File: src/rtl/ritc_storage_pkg.sv
// Shared constants for the RITC storage readout controller: register map,
// CTRL/STATUS bit positions, CONFIG version and readout state encoding.
package ritc_storage_pkg;

   localparam logic [1:0] REG_CTRL   = 2'd0;
   localparam logic [1:0] REG_ADDR   = 2'd1;
   localparam logic [1:0] REG_CONFIG = 2'd2;
   localparam logic [1:0] REG_FREED  = 2'd3;

   localparam int CTRL_SOFT_TRIG   = 1;
   localparam int CTRL_CLEAR       = 2;
   localparam int CTRL_RESET_REQ   = 3;
   localparam int CTRL_TRIG_EN     = 4;
   localparam int CTRL_EXT_TRIG_EN = 5;
   localparam int CTRL_AUTOCLEAR   = 6;

   localparam int STAT_AVAIL   = 0;
   localparam int STAT_WR_LSB  = 8;
   localparam int STAT_RD_LSB  = 12;
   localparam int STAT_OCC_LSB = 16;

   localparam logic [7:0] CFG_VERSION = 8'h02;

   typedef enum logic [1:0] {
      ST_EMPTY   = 2'd0,
      ST_READY   = 2'd1,
      ST_RELEASE = 2'd2
   } rd_state_e;

endpackage

File: src/rtl/ritc_storage_readout_ctrl_gray_ptr_sync.sv
// Two-flop synchroniser for the sysclk Gray write pointer, followed by a
// combinational Gray-to-binary conversion in the user clock domain.
module gray_ptr_sync #(
   parameter int BW = 2
) (
   input  logic          user_clk_i,
   input  logic          reset,
   input  logic [BW-1:0] gray_i,
   output logic [BW-1:0] bin_o
);

   logic [BW-1:0] meta_r;
   logic [BW-1:0] sync_r;

   // synchroniser flops; Gray coding keeps any skew to a single-bit ambiguity
   always_ff @(posedge user_clk_i) begin
      if (reset) begin
         meta_r <= {BW{1'b0}};
         sync_r <= {BW{1'b0}};
      end else begin
         meta_r <= gray_i;
         sync_r <= meta_r;
      end
   end

   // each binary bit is the XOR of all Gray bits at and above it
   always_comb begin
      bin_o = {BW{1'b0}};
      for (int i = 0; i < BW; i++) begin
         bin_o[i] = ^(sync_r >> i);
      end
   end

endmodule

File: src/rtl/ritc_storage_readout_ctrl.sv
// RITC storage readout controller: control/status registers, read-buffer pointer
// and chan/word sequencer. Define RITC_READOUT_AUTOCLEAR_EN for last-word autoclear.
module ritc_storage_readout_ctrl
   import ritc_storage_pkg::*;
#(
   parameter  int NCHAN = 6,
   parameter  int NBUF  = 4,
   parameter  int DEPTH = 512,
   localparam int CW    = (NCHAN > 1) ? $clog2(NCHAN) : 1,
   localparam int BW    = $clog2(NBUF),
   localparam int DW    = $clog2(DEPTH)
) (
   input  logic             user_clk_i,
   input  logic             reset,
   input  logic             user_sel_i,
   input  logic             user_wr_i,
   input  logic [1:0]       user_addr_i,
   input  logic [31:0]      user_dat_i,
   output logic [31:0]      user_dat_o,
   input  logic             sample_sel_i,
   input  logic             sample_rd_i,
   input  logic [BW-1:0]    wr_buf_gray_i,
   output logic [BW-1:0]    rd_buf_gray_o,
   output logic [CW+BW+DW-1:0] raddr_o,
   output logic             rd_en_o,
   output logic             trig_en_o,
   output logic             ext_trig_en_o,
   output logic             soft_trig_o,
   output logic             reset_req_o,
   output logic             buf_done_o
);

   localparam logic [CW-1:0] CHAN_LAST = CW'(NCHAN - 1);
   localparam logic [DW-1:0] WORD_LAST = {DW{1'b1}};

   logic [BW-1:0] wr_bin_s, occ_s, rd_bin_inc_s;
   logic          avail_s;
   logic [BW-1:0] rd_bin_r, rd_gray_r;
   rd_state_e     state_r, state_nxt_s;
   logic          rd_en_r, buf_done_r, soft_trig_r, reset_req_r;
   logic          trig_en_r, ext_trig_en_r, autoclear_s;
   logic [31:0]   freed_r;
   logic [CW-1:0] chan_r, seq_chan_s, ld_chan_s;
   logic [DW-1:0] word_r, seq_word_s;
   logic          ctrl_wr_s, addr_ld_s, strobe_s, clear_s, rst_req_s;
   logic          last_s, release_s;
   logic [31:0]   status_s;
   logic          unused_s;

   gray_ptr_sync #(.BW(BW)) u_wr_sync (
      .user_clk_i (user_clk_i),
      .reset      (reset),
      .gray_i     (wr_buf_gray_i),
      .bin_o      (wr_bin_s)
   );

   assign occ_s        = wr_bin_s - rd_bin_r;
   assign avail_s      = (occ_s != {BW{1'b0}});
   assign rd_bin_inc_s = rd_bin_r + BW'(1'b1);

   // a register-window write wins over a sample-window write when both are selected
   assign ctrl_wr_s = user_sel_i & user_wr_i & (user_addr_i == REG_CTRL);
   assign addr_ld_s = user_wr_i & (user_sel_i ? (user_addr_i == REG_ADDR) : sample_sel_i);
   assign strobe_s  = sample_sel_i & sample_rd_i & (state_r == ST_READY) & ~addr_ld_s;
   assign clear_s   = ctrl_wr_s & user_dat_i[CTRL_CLEAR];
   assign rst_req_s = ctrl_wr_s & user_dat_i[CTRL_RESET_REQ];
   assign release_s = (state_r == ST_READY) & (clear_s | (autoclear_s & last_s));
   assign unused_s  = ^{user_dat_i[31:CW+DW]};

`ifdef RITC_READOUT_AUTOCLEAR_EN
   logic autoclear_r;

   // autoclear enable, rewritten on every CTRL write
   always_ff @(posedge user_clk_i) begin
      if (reset) begin
         autoclear_r <= 1'b0;
      end else if (ctrl_wr_s) begin
         autoclear_r <= user_dat_i[CTRL_AUTOCLEAR];
      end else begin
         autoclear_r <= autoclear_r;
      end
   end
   assign autoclear_s = autoclear_r;
`else
   assign autoclear_s = 1'b0;
`endif

   // sequencer increment: word first, then channel, flagging the buffer's last word
   always_comb begin
      seq_chan_s = chan_r;
      seq_word_s = word_r;
      last_s     = 1'b0;
      if (strobe_s) begin
         seq_word_s = word_r + DW'(1'b1);
         if (word_r == WORD_LAST) begin
            if (chan_r == CHAN_LAST) begin
               seq_chan_s = {CW{1'b0}};
               last_s     = 1'b1;
            end else begin
               seq_chan_s = chan_r + CW'(1'b1);
            end
         end else begin
            seq_chan_s = chan_r;
         end
      end else begin
         seq_word_s = word_r;
      end
   end

   // loaded channel numbers beyond the last channel clamp to it
   always_comb begin
      ld_chan_s = user_dat_i[DW +: CW];
      if (ld_chan_s > CHAN_LAST) begin
         ld_chan_s = CHAN_LAST;
      end else begin
         ld_chan_s = user_dat_i[DW +: CW];
      end
   end

   // readout state transitions
   always_comb begin
      state_nxt_s = state_r;
      case (state_r)
         ST_EMPTY:   state_nxt_s = avail_s ? ST_READY : ST_EMPTY;
         ST_READY: begin
            if (release_s) begin
               state_nxt_s = ST_RELEASE;
            end else if (!avail_s) begin
               state_nxt_s = ST_EMPTY;
            end else begin
               state_nxt_s = ST_READY;
            end
         end
         ST_RELEASE: state_nxt_s = avail_s ? ST_READY : ST_EMPTY;
         default:    state_nxt_s = ST_EMPTY;
      endcase
   end

   // state, read pointer, release bookkeeping and one-cycle pulses
   always_ff @(posedge user_clk_i) begin
      if (reset) begin
         state_r     <= ST_EMPTY;
         rd_en_r     <= 1'b0;
         rd_bin_r    <= {BW{1'b0}};
         rd_gray_r   <= {BW{1'b0}};
         freed_r     <= 32'd0;
         buf_done_r  <= 1'b0;
         soft_trig_r <= 1'b0;
         reset_req_r <= 1'b0;
      end else begin
         state_r     <= state_nxt_s;
         rd_en_r     <= (state_nxt_s == ST_READY);
         buf_done_r  <= release_s;
         soft_trig_r <= ctrl_wr_s & user_dat_i[CTRL_SOFT_TRIG];
         reset_req_r <= rst_req_s;
         if (release_s) begin
            rd_bin_r  <= rd_bin_inc_s;
            rd_gray_r <= rd_bin_inc_s ^ (rd_bin_inc_s >> 1'b1);
            freed_r   <= freed_r + 32'd1;
         end else begin
            rd_bin_r  <= rd_bin_r;
            rd_gray_r <= rd_gray_r;
            freed_r   <= freed_r;
         end
      end
   end

   // sequencer address register
   always_ff @(posedge user_clk_i) begin
      if (reset) begin
         chan_r <= {CW{1'b0}};
         word_r <= {DW{1'b0}};
      end else if (rst_req_s || release_s) begin
         chan_r <= {CW{1'b0}};
         word_r <= {DW{1'b0}};
      end else if (addr_ld_s) begin
         chan_r <= ld_chan_s;
         word_r <= user_dat_i[DW-1:0];
      end else begin
         chan_r <= seq_chan_s;
         word_r <= seq_word_s;
      end
   end

   // trigger enable levels
   always_ff @(posedge user_clk_i) begin
      if (reset) begin
         trig_en_r     <= 1'b0;
         ext_trig_en_r <= 1'b0;
      end else if (ctrl_wr_s) begin
         trig_en_r     <= user_dat_i[CTRL_TRIG_EN];
         ext_trig_en_r <= user_dat_i[CTRL_EXT_TRIG_EN];
      end else begin
         trig_en_r     <= trig_en_r;
         ext_trig_en_r <= ext_trig_en_r;
      end
   end

   // status word assembly
   always_comb begin
      status_s                         = 32'd0;
      status_s[STAT_AVAIL]             = avail_s;
      status_s[CTRL_TRIG_EN]           = trig_en_r;
      status_s[CTRL_EXT_TRIG_EN]       = ext_trig_en_r;
      status_s[CTRL_AUTOCLEAR]         = autoclear_s;
      status_s[STAT_WR_LSB +: 4]       = 4'(wr_bin_s);
      status_s[STAT_RD_LSB +: 4]       = 4'(rd_bin_r);
      status_s[STAT_OCC_LSB +: 4]      = 4'(occ_s);
   end

   // register read mux
   always_comb begin
      case (user_addr_i)
         REG_CTRL:   user_dat_o = status_s;
         REG_ADDR:   user_dat_o = 32'({chan_r, word_r});
         REG_CONFIG: user_dat_o = {8'(NCHAN), 8'(NBUF), 8'(DW), CFG_VERSION};
         REG_FREED:  user_dat_o = freed_r;
         default:    user_dat_o = 32'd0;
      endcase
   end

   assign rd_buf_gray_o = rd_gray_r;
   assign raddr_o       = {chan_r, rd_bin_r, word_r};
   assign rd_en_o       = rd_en_r;
   assign trig_en_o     = trig_en_r;
   assign ext_trig_en_o = ext_trig_en_r;
   assign soft_trig_o   = soft_trig_r;
   assign reset_req_o   = reset_req_r;
   assign buf_done_o    = buf_done_r;

endmodule
File: config.mk
export PLATFORM = sky130hd
export DESIGN_NAME = ritc_storage_readout_ctrl
export DESIGN_NICKNAME = d
export VERILOG_FILES = /design/src/rtl/ritc_storage_pkg.sv /design/src/rtl/ritc_storage_readout_ctrl_gray_ptr_sync.sv /design/src/rtl/ritc_storage_readout_ctrl.sv
export SDC_FILE = /design/constraint.sdc
export NUM_CORES = 1
export LEC_CHECK = 0
export BUFFER_PORTS_ARGS = -buffer_cell sky130_fd_sc_hd__buf_2
export CORE_MARGIN = 10
export CORE_UTILIZATION = 56
export DETAILED_ROUTE_END_ITERATION = 8
export GPL_TIMING_DRIVEN = 0
export MAX_ROUTING_LAYER = met4
export PLACE_DENSITY_LB_ADDON = 0.3
export SLEW_MARGIN = 20
export SYNTH_ARGS = -nofsm -noshare
export SYNTH_HDL_FRONTEND = slang
export SYNTH_SLANG_ARGS = --single-unit
File: constraint.sdc
create_clock -name user_clk_i -period 3.49 [get_ports user_clk_i]
set_input_delay 0.5235 -clock user_clk_i [delete_from_list [all_inputs] [get_ports user_clk_i]]
set_output_delay 0.5235 -clock user_clk_i [all_outputs]
set_load 0.005 [all_outputs]
Word-level counts from Yosys, hierarchy flattened
Cells that the tools add are included.
{"block": "word_totals", "register_bits": 60, "latch_bits": 0, "ramBits": 0, "romBits": 0, "in_bits": 42, "out_inout_bits": 54, "elab_cells": 63, "memories": 0}
{"block": "op_classes", "add_sub_neg": 5, "multipliers": 0, "div_mod_pow": 0, "n_lt_le_gt_ge": 1, "eq_ne": 8, "shifts": 0, "n_mux": 12, "bitwise_logic": 12, "n_reduce_logical": 11}
{"operator": "$pmux 32 s4", "count": 1}
{"operator": "$add 32x1->32 const B", "count": 1}
{"operator": "$mux 9", "count": 2}
{"operator": "$mux 3", "count": 5}
{"operator": "$and 1x1->1", "count": 10}
{"operator": "$add 9x1->9 const B", "count": 1}
{"operator": "$eq 9x9->1 const B", "count": 1}
{"operator": "$eq 2x1->1 const B", "count": 3}
{"operator": "$eq 2x2->1 const B", "count": 3}
{"operator": "$reduce_bool 2->1", "count": 3}
{"operator": "$logic_not 2->1", "count": 2}
{"operator": "$pmux 2 s2", "count": 1}
{"operator": "$reduce_or 2->1", "count": 2}
{"operator": "$reduce_xor 2->1", "count": 2}
{"operator": "$add 3x1->3 const B", "count": 1}
{"operator": "$eq 3x3->1 const B", "count": 1}
{"operator": "$gt 3x3->1 const B", "count": 1}
{"operator": "$add 2x1->2 const B", "count": 1}
{"operator": "$mux 1", "count": 2}
{"operator": "$mux 2", "count": 1}
{"operator": "$reduce_and 2->1", "count": 1}
{"operator": "$sub 2x2->2", "count": 1}
{"operator": "$xor 2x1->2", "count": 1}
{"operator": "$logic_or 1x1->1", "count": 1}
{"operator": "$not 1->1", "count": 1}

Depth between registers and ports, before layout
{"block": "depth", "word_depth": 7, "ltp_mapped": 7, "depth_no_buf": 7}

Hierarchy
From an unflattened synthesis, not the netlist that was laid out.
{"block": "unflattened", "hier_cells": 365, "area_unflattened_um2": 3039.2}
{"module": "ritc_storage_readout_ctrl", "n_inst": 1, "cells_each": 355, "area_each_um2": 2917.8, "seq_area_each_um2": 1101.1}
{"module": "gray_ptr_sync", "n_inst": 1, "cells_each": 10, "area_each_um2": 121.4, "seq_area_each_um2": 80.1}

Worst setup path before layout
OpenSTA, ideal clock, no wires.
{"block": "synth_timing", "path_type": "input -> output", "start": "input port user_addr_i[1]", "end": "output port user_dat_o[18]", "arrival_ps": 1474, "required_time_ps": 2967, "path_slack_ps": 1492, "cell_stages": 4, "path_buffers": 3, "cell_sequence": "buf_2 -> buf_1 -> clkbuf_1 -> a21boi_0"}
{"block": "synth_between", "elab_chain_cells": 2, "elab_cells_between_ends": 5, "cone_classes": "3 x eq/ne; 1 x mux; 1 x reduce/logical"}
{"item": "start, declared", "line": "ritc_storage_readout_ctrl.sv:17", "rtl": "input logic [1:0] user_addr_i,"}
{"item": "$eq 2x2->1 (tied with other cells)", "line": "ritc_storage_readout_ctrl.sv:213", "rtl": "case (user_addr_i)"}
{"item": "$pmux 32 s4 *", "line": "ritc_storage_readout_ctrl.sv:213"}
{"item": "end, declared", "line": "ritc_storage_readout_ctrl.sv:19", "rtl": "output logic [31:0] user_dat_o,"}
Every way passes the cells marked *; elsewhere a longest branch is shown, timed or not.

Worst setup path after layout
Same ends and word-level chain as after synthesis.

==> flow_summary.yaml <==
final_layout:
  layout-drive-gt1-share: 0.216
  stdcell_area_mm2: 0.00388
  nNetsFinal: 518
  syn_to_final_growth_pct: 19.9
  antennaDiodeCount: 0
place:
  detailed_place_hpwl_mm: 7.35
  place_area_mm2: 0.00369
  portBuffers: 72
  gp_congestion: 0.886
timing:
  tightest_slew_ns: 0.597
  min_period_over_period: 0.740
  maxSlewHeadroom: 0.602
  setup-violations-final: 0
  hold_ws_ns: 0.399
  fmax_mhz: 387
  timing.setup.tns_ns: 0
  rsz0062_at_grt: "false"
  fin_crit_ns: 2.58
  slew_viol_final: 0
  hold_viol_final: 0
  skew_ns: 0.00873
drt:
  wl_per_cell_um: 18.2
  drc: 0
  top_layer: "met4"
  wl_mm: 10.0
  wirelength_met1_mm: 4.25
  drt-initial-drc-count: 444
  dr.pass1.iters: 5
  ant_nets: 0
  viasPerCell: 6.10
  met3_length_um: 852
  dr_total_vias: 3348
  wl_met2_mm: 4.70
cts:
  cts-buffers-inserted: 9
  cts_tree: "yes"
  cts_resized: 0
  cts-hold-fix-buffers: 0
  path_clk_slew_ns: 0.06
  root_buffer: "clkbuf_8"
  clk_latency_ns: 0.34
  clock-sinks: 59
  post_cts_buffers: 0
  htree_levels: 3
  cts_max_path_buffers: 2
critical_path:
  cp_top_family: "buffers and inverters"
  cp.required_ns: 2.97
  crit_buf_inv: 4
  endpoint_kind: "output pin"
  path_class: "input port to output pin"
  crit_slowest_cell: "clkbuf_1"
  startpoint_type: "input port"
  crit_top_cell: "buf_2"
  crit_path_max_incr_delay_ns: 0.49
  critical_path_arrival_ns: 2.06
  path_cells: "buf_2 -> buf_1 -> clkbuf_1 -> a21boi_0 -> buf_2"
  worst-path-max-fanout: 10
grt:
  grt_max_degree: 11
  grt_pass1_wl_mm: 16.0
  antenna_found_initial: 0
  grt_pass1_vias: 3100
  grt.total_usage: 0.227
  gr-total-overflow: 0
hold_path:
  hold_class: "input port to flip-flop"
die:
  die_w_um: 96.1
  start_util: 0.581
  fp.coreArea_mm2: 0.00557
  design.die.area_mm2: 0.00923
  die_y_um: 96.1
  row_count: 27
  num_io_pins: 96
job:
  drv_cap: 0
logic_synthesis:
  synth_fp_nets: 435
  async_flop_share: 0
  netlist.area_leader.share: 0.365
  yosysMostFrequentCell: "dfxtp_1"
  synth_top_area_cell: "dfxtp_1"
  ys_top_cells_by_area: "dfxtp_1 (36%), nor2_1 (4.5%), a21oi_1 (4.0%)"
  synth_edf_count: 0
  synth_ff_type: "dfxtp_1"
  synth_commonest_cells: "dfxtp_1 (59), nor2_1 (39), nand2_1 (29)"
  synth_cells: 389
  yosysSeqAreaShare: 0.365
  synth_area_per_cell_um2: 8.33
  synth_area_mm2: 0.00324
  yosysWarnings: 0
  ys_types: 49
  synth-seq-cells: 59
outcome:
  status: "complete, no violations"
power_and_ir_drop:
  peakVddDrop_uv: 259
  p_leak_nw: 1.65
  design_power_total_mw: 1.46
  powerDensity_mw_per_mm2: 375
worst reg2reg max path, cell delays in order, from the launching register on:
cell and delay, ns:
dfxtp_1 0.47, and3b_1 0.19, buf_2 0.20, nand4_1 0.18, clkbuf_1 0.26, nor4_1 0.33, mux2_1 0.35
layout by cell type (no fill, tap or decap), types with 13 or more instances in the layout:
master / n
and3_1: 18
nand2_1: 29
buf_2: 76
o31ai_1: 14
clkbuf_1: 16
a21oi_1: 26
dfxtp_1: 59
nand4_1: 13
nor2_1: 39
nor2b_1: 15
worst paths after layout:
kind | to | cells after the start | start | slack (ns)
max | user_dat_o[18] | 5 | user_addr_i[1] | 0.91
max reg2reg | freed_r[29] | 6 | state_r[0] | 1.40
min reg2reg | u_wr_sync.sync_r[1] | 1 | u_wr_sync.meta_r[1] | 0.44
min | u_wr_sync.meta_r[0] | 2 | wr_buf_gray_i[0] | 0.40
final cells by class:
type	count	area, um2
buffer	27	125
multi-input combinational	296	1910
inverter	7	26.3
sequential	59	1180
timing repair buffer	72	360
tap	72	90.1
clock buffer	10	138
fill	483	1690
clock inverter	6	55.1
power breakdown:
part           leakage (nW)  total [mW]  internal (mW)  switching (mW)
Sequential            0.478       0.707          0.688          0.0195
Clock                 0.106       0.613          0.342           0.270
Combinational          1.06       0.135         0.0555          0.0798
Total                  1.65        1.46           1.09           0.369
metrics by stage:
stage,worst slack [ns],utilization,cells
2_1_floorplan,1.49,-,389
3_3_place_gp,0.987,0.662,533
3_5_place_dp,0.925,0.662,533
4_1_cts,0.924,0.697,549
5_1_grt,0.844,0.697,549
6_report,0.906,0.697,549
cells by family after synthesis:
group,Yosys count,share of synthesized area
simple gates,181,0.316
compound gates,75,0.147
flops,59,0.365
buf+inv,34,0.0467
xor+xnor,18,0.0529
mux,18,0.0579
fa+ha+maj,4,0.0155
flip-flops by register name (all words and copies together) (netlist names):
name / count
rd_bin_r: 2
u_wr_sync.sync_r: 2
chan_r: 3
rd_buf_gray_o: 1
u_wr_sync.meta_r: 2
state_r: 2
word_r: 9
ext_trig_en_o: 1
soft_trig_o: 1
trig_en_o: 1
buf_done_o: 1
rd_en_o: 1
freed_r: 32
reset_req_o: 1
layer usage:
metal  vias up  track usage
met5         -            -
met4         0       0.0958
met3        23       0.0366
met2       166        0.339
met1      1570        0.296
li1       1589            -
(Power assumes the default switching activity.)
